===== src/rtl/bpu_pkg.sv =====
// Shared types and constants for the next-PC / branch prediction controller.
package bpu_pkg;

    // BTB fields are sized for the widest supported XLEN; narrower builds zero-extend.
    localparam int BPU_XLEN_MAX = 32;

    typedef enum logic [1:0] {
        PC_PLUS4    = 2'b00,
        PC_PRED     = 2'b01,
        PC_REDIRECT = 2'b10,
        PC_HOLD     = 2'b11
    } pc_sel_e;

    typedef enum logic {
        INIT = 1'b0,
        RUN  = 1'b1
    } state_e;

    localparam logic [1:0] SNT = 2'b00;
    localparam logic [1:0] WNT = 2'b01;
    localparam logic [1:0] WT  = 2'b10;
    localparam logic [1:0] ST  = 2'b11;

    typedef struct packed {
        logic                    valid;
        logic [BPU_XLEN_MAX-1:0] tag;
        logic [BPU_XLEN_MAX-1:0] target;
    } btb_entry_t;

endpackage


===== src/rtl/bpu_sat_counter2.sv =====
// Next-value function of a 2-bit saturating branch counter (pure combinational).
module bpu_sat_counter2
    import bpu_pkg::*;
(
    input  logic [1:0] ctr,
    input  logic       taken,
    output logic [1:0] ctr_next
);

    // NOTE: every always_comb output gets a default first so no path can infer a latch.
    always_comb begin
        ctr_next = ctr;
        if (taken) begin
            if (ctr != ST) ctr_next = ctr + 2'd1;
        end else begin
            if (ctr != SNT) ctr_next = ctr - 2'd1;
        end
    end

endmodule


===== src/rtl/bpu_pc_sel_ctrl.sv =====
// Next-PC select controller with direct-mapped BHT/BTB and mispredict flush.
// Define BPU_PERF_CNT_EN to add branch / mispredict performance counter ports.
module bpu_pc_sel_ctrl
    import bpu_pkg::*;
#(
    parameter int XLEN        = 32,
    parameter int BHT_ENTRIES = 16
) (
    input  logic            clk,
    input  logic            rst,
    input  logic [XLEN-1:0] if_pc_i,
    input  logic            if_valid_i,
    input  logic            stall_i,
    input  logic            ex_valid_i,
    input  logic            ex_is_branch_i,
    input  logic            ex_taken_i,
    input  logic [XLEN-1:0] ex_pc_i,
    input  logic [XLEN-1:0] ex_target_i,
    input  logic            ex_pred_taken_i,
    input  logic [XLEN-1:0] ex_pred_target_i,
    output logic [1:0]      pc_sel_o,
    output logic            pred_taken_o,
    output logic [XLEN-1:0] pred_target_o,
    output logic [XLEN-1:0] redirect_pc_o,
    output logic            flush_o,
`ifdef BPU_PERF_CNT_EN
    output logic [31:0]     perf_branches_o,
    output logic [31:0]     perf_mispred_o,
`endif
    output logic            init_busy_o
);

    localparam int IDX_W = $clog2(BHT_ENTRIES);

    state_e           state_q;
    logic [IDX_W-1:0] init_idx_q;
    logic [1:0]       ctr_q [BHT_ENTRIES];
    btb_entry_t       btb_q [BHT_ENTRIES];

    logic             run;
    logic [IDX_W-1:0] if_idx;
    logic [IDX_W-1:0] ex_idx;
    btb_entry_t       if_entry;
    logic [1:0]       if_ctr;
    logic [1:0]       ex_ctr_next;
    logic             hit;
    logic             ex_branch;
    logic             mispredict;

    assign run       = (state_q == RUN);
    assign if_idx    = if_pc_i[IDX_W+1:2];
    assign ex_idx    = ex_pc_i[IDX_W+1:2];
    assign if_entry  = btb_q[if_idx];
    assign if_ctr    = ctr_q[if_idx];
    assign ex_branch = run & ex_valid_i & ex_is_branch_i;

    // Table reads are never bypassed: a same-cycle update is seen only next cycle.
    assign hit = run & if_entry.valid & if_ctr[1]
               & (if_entry.tag == BPU_XLEN_MAX'(if_pc_i >> (IDX_W + 2)));

    assign mispredict = ex_branch & ((ex_taken_i != ex_pred_taken_i)
                      | (ex_taken_i & (ex_target_i != ex_pred_target_i)));

    bpu_sat_counter2 u_sat_counter2 (
        .ctr      (ctr_q[ex_idx]),
        .taken    (ex_taken_i),
        .ctr_next (ex_ctr_next)
    );

    always_comb begin
        pred_taken_o  = hit & if_valid_i & ~stall_i & ~mispredict;
        pred_target_o = hit ? XLEN'(if_entry.target) : '0;
        redirect_pc_o = '0;
        flush_o       = mispredict;
        init_busy_o   = ~run;
        pc_sel_o      = PC_PLUS4;
        if (mispredict)
            redirect_pc_o = ex_taken_i ? ex_target_i : ex_pc_i + XLEN'(4);
        if (!run)             pc_sel_o = PC_HOLD;
        else if (mispredict)  pc_sel_o = PC_REDIRECT;
        else if (stall_i)     pc_sel_o = PC_HOLD;
        else if (pred_taken_o) pc_sel_o = PC_PRED;
    end

    // NOTE: sequential state uses non-blocking assignments so every flop samples pre-edge values.
    always_ff @(posedge clk) begin
        if (rst) begin
            state_q    <= INIT;
            init_idx_q <= '0;
        end else if (state_q == INIT) begin
            init_idx_q <= init_idx_q + 1'b1;
            if (init_idx_q == IDX_W'(BHT_ENTRIES - 1)) state_q <= RUN;
        end
    end

    // NOTE: the table has no reset branch; the INIT sweep clears it one entry per cycle.
    always_ff @(posedge clk) begin
        if (!rst) begin
            if (state_q == INIT) begin
                ctr_q[init_idx_q]       <= WNT;
                btb_q[init_idx_q].valid <= 1'b0;
            end else if (ex_branch) begin
                ctr_q[ex_idx] <= ex_ctr_next;
                if (ex_taken_i)
                    btb_q[ex_idx] <= '{valid:  1'b1,
                                       tag:    BPU_XLEN_MAX'(ex_pc_i >> (IDX_W + 2)),
                                       target: BPU_XLEN_MAX'(ex_target_i)};
            end
        end
    end

`ifdef BPU_PERF_CNT_EN
    always_ff @(posedge clk) begin
        if (rst) begin
            perf_branches_o <= '0;
            perf_mispred_o  <= '0;
        end else begin
            if (ex_branch)  perf_branches_o <= perf_branches_o + 32'd1;
            if (mispredict) perf_mispred_o  <= perf_mispred_o + 32'd1;
        end
    end
`endif

endmodule


===== config.mk =====
export PLATFORM = sky130hd
export DESIGN_NAME = bpu_pc_sel_ctrl
export DESIGN_NICKNAME = d
export VERILOG_FILES = /design/src/rtl/bpu_pkg.sv /design/src/rtl/bpu_sat_counter2.sv /design/src/rtl/bpu_pc_sel_ctrl.sv
export SDC_FILE = /design/constraint.sdc
export NUM_CORES = 1
export LEC_CHECK = 0
export ABC_CLOCK_PERIOD_IN_PS = 6600
export BUFFER_PORTS_ARGS = -buffer_cell sky130_fd_sc_hd__clkbuf_2
export CAP_MARGIN = 25
export CORE_ASPECT_RATIO = 1.1
export CORE_UTILIZATION = 35
export DETAILED_ROUTE_END_ITERATION = 8
export GPL_ROUTABILITY_DRIVEN = 0
export PLACE_DENSITY = 0.52
export SYNTH_ARGS = -nofsm -noshare
export SYNTH_HDL_FRONTEND = slang
export SYNTH_SLANG_ARGS = --single-unit

===== constraint.sdc =====
create_clock -name clk -period 6.6 [get_ports clk]
set_clock_uncertainty 0.15 [all_clocks]
set_input_delay 0.99 -clock clk [delete_from_list [all_inputs] [get_ports clk]]
set_output_delay 0.99 -clock clk [all_outputs]
set_load 0.02 [all_outputs]

==> results.md <==
- Core Area: roughly 110000 sq um
- RSZ-0062 raised after global routing: false
- Power Dens Cells: ~280 nW/um^2
- CTS tree: yes
- Hold_buf cts: 0
- Fillers: ~10000
- Power, Total: between 10 and 15 mW
- Num rows: 130
- Syn avg cell area: 20.0 sq um
- Distinct cell type count after synthesis: 66
- Worst Hold End: run
- Clk_lat worst skew: 670 ps
- Reg-to-Reg Start: run
- Switching share of total power: 0.212
- 1st-pass router iterations: 5
- Final setup violation count: 0
- WL per Instance: 30.1 um
- ANT nets after route: 0
- Leakage power total: 17.6 nW
- H-tree level count: 3
- Synth warn: 0
- Count leader, synth: edfxtp_1
- Hpwl dp: just over 70000 um
- Worst hold path type: flip-flop to flip-flop
- Seq cells post-synth: around 980
- Initial Utilization: 0.354
- WHS Path Cells: 2
- Area growth, synth to finish: 16.4%
- Post-synth top cells: 976 x edfxtp_1, 259 x mux4_2, 120 x nor2_1, 70 x mux2i_1, 58 x xor2_1
- Actual slew at the worst max-slew pin: approximately 1000 ps
- Post-synth top area cell: edfxtp_1
- CTS sink cnt: 981
- Post_cts resized: 0
- Max Root-Sink Buffers: 3
- Mapped cell area: between 40000 and 50000 sq um
- CP endpoint kind: output pin
- Part of the Yosys area used for sequential elements: 0.724
- Status: finished, final reports clean
- Period utilisation layout: 0.900
- R2R depth: 7
- Critical Path Source Type: input port
- First-pass GRT wire length: roughly 170000 um
- FF-to-FF End: btb_q[15][43]
- Worst-path fanout max: 48
- Post-synth EDFFs: 976
- Final wirelength: about 120000 um
- Internal power: around 10 mW
- CTS buffer count: between 100 and 150
- Root buf cell: clkbuf_16
- Cell count after synthesis: about 2000
- Highest ir drop seen on vdd: between 0.15 and 0.2 mV
- Die Wd: around 330 um
- Clock slew at reported path FFs: approximately 60 ps
- Syn_nets: ~2200
- Antenna violations before repair: 15
- Vias per inst: 5.53
- Worst endpoint data arrival time: between 4000 and 5000 ps
- Largest net degree at the start of global routing: roughly 80
- Grt ovf: 0
- Hold Crit Start: init_idx_q[3]
- Starting DRT DRC Count: between 2000 and 2500
- Die area: between 100000 and 150000 sq um
- Fin Setup TNS: 0 ps
- Routed via count: 21700
- R2R Setup Slk: ~2100 ps
- Clock share of power: 0.442
- Sequential power share: 0.518
- Postcts setup bufs: 0
- # Max-Cap Violations: 0
- Synth top area cells: edfxtp_1 72%, mux4_2 14%, mux2i_1 1.7%
- Net switching power: between 2 and 3 mW
- Yosys top cell area share: 0.721
- Combinational Power Share: 0.039
- Synth async-reset ratio: 0
- Worst Path Required: about 5500 ps
- Vias in the first global route: ~22000
- Number of remaining DRC errors: 0
- Hold Vio Cnt, Final: 0
- GR Util All Layers: 0.200
- Relative slew slack: 0.305
- Ys flop type: edfxtp_1
- Nets: roughly 2400
- Io pins: about 210
- Type of the worst setup path: input port to output pin
- Max-slew violations: 0
- Share of layout cells above drive strength 1: 0.316
- Port buffer count: 202
- Peak Freq: about 170 MHz
- Minimum clock period: just under 6000 ps
- Die height: 359 um
## worst max-delay path: stages
cell	delay (ps)
buf_6	520
buf_4	400
mux4_2	330
mux2i_1	210
mux2i_1	150
xnor2_1	320
and4_1	260
nand2_2	480
buf_4	400
nor4b_1	360
clkbuf_2	230
## logic make-up after synthesis
kind of cell    synth area share
xor+xnor                  0.0237
buf+inv                   0.0172
mux                        0.164
compound gates            0.0178
flops                      0.724
simple gates              0.0531
fa+ha+maj               0.000616
## placed cells by master, fill, tap and decap left out, drive strengths merged, types with 13 or more instances in the layout
master / instances
edfxtp: 976
nand4: 21
a21oi: 35
nand3: 31
mux4: 259
xnor2: 52
clkinv: 51
clkbuf: 325
nand2: 35
buf: 87
o21ai: 13
mux2i: 71
nor2: 120
and3: 57
nor4b: 32
inv: 22
nor2b: 13
xor2: 58
## layer usage
layer	vias to the layer above	share of wire	track usage
met5	-	0.0029	0.0164
met4	14	0.020	0.0429
met3	155	0.090	0.0577
met2	872	0.46	0.306
met1	11700	0.43	0.280
li1	8947	-	-
## through the flow
| stage | setup WS [ps] | util | cell area [sq um] | hold slack (ps) | instances |
|---|---|---|---|---|---|
| floorplan | 1300 | - | 40600 | 368 | 2035 |
| global placement | 646 | 0.382 | 43800 | 435 | 3717 |
| detailed placement | 652 | 0.383 | 43900 | 428 | 3721 |
| CTS | 641 | 0.412 | 47200 | 441 | 3915 |
| global route | 523 | 0.412 | 47300 | 469 | 3917 |
| finish | 661 | 0.412 | 47300 | 451 | 3918 |
## area by class of cell
class	instances	area, sq um	area share
antenna	1	2.50	0.0000529
clock buffer	126	2730	0.0577
clock inverter	68	621	0.0131
inverter	17	65.1	0.00138
multi-input combinational	921	10700	0.225
sequential	981	29400	0.622
tap	1518	1900	0.0402
timing repair buffer	286	1890	0.0399
## power by group through the flow
stage / registers, mW / clock network [mW] / logic (mW)
floorplan: 6.88 / 0 / 0.290
global placement: 6.88 / 0 / 0.511
detailed placement: 6.88 / 0 / 0.513
CTS: 6.75 / 5.85 / 0.514
global route: 6.75 / 6.07 / 0.542
finish: 6.75 / 5.76 / 0.514
## worst max path at each step
stage,startpoint,end,cells past startpoint
final,if_pc_i[4],pred_target_o[0],11
after global routing,if_pc_i[2],pred_target_o[7],10
after CTS,if_pc_i[4],pred_target_o[6],11
after detailed placement,if_pc_i[4],pred_target_o[6],11
after global placement,if_pc_i[2],pred_taken_o,11
after floorplan,ex_pc_i[2],btb_q[15][0],6
## registers in the layout, indices dropped and copies added, names as in the netlist
signal      flops
btb_q         944
ctr_q          32
init_idx_q      4
run             1
Note: power is estimated with default switching activity, not from simulation.
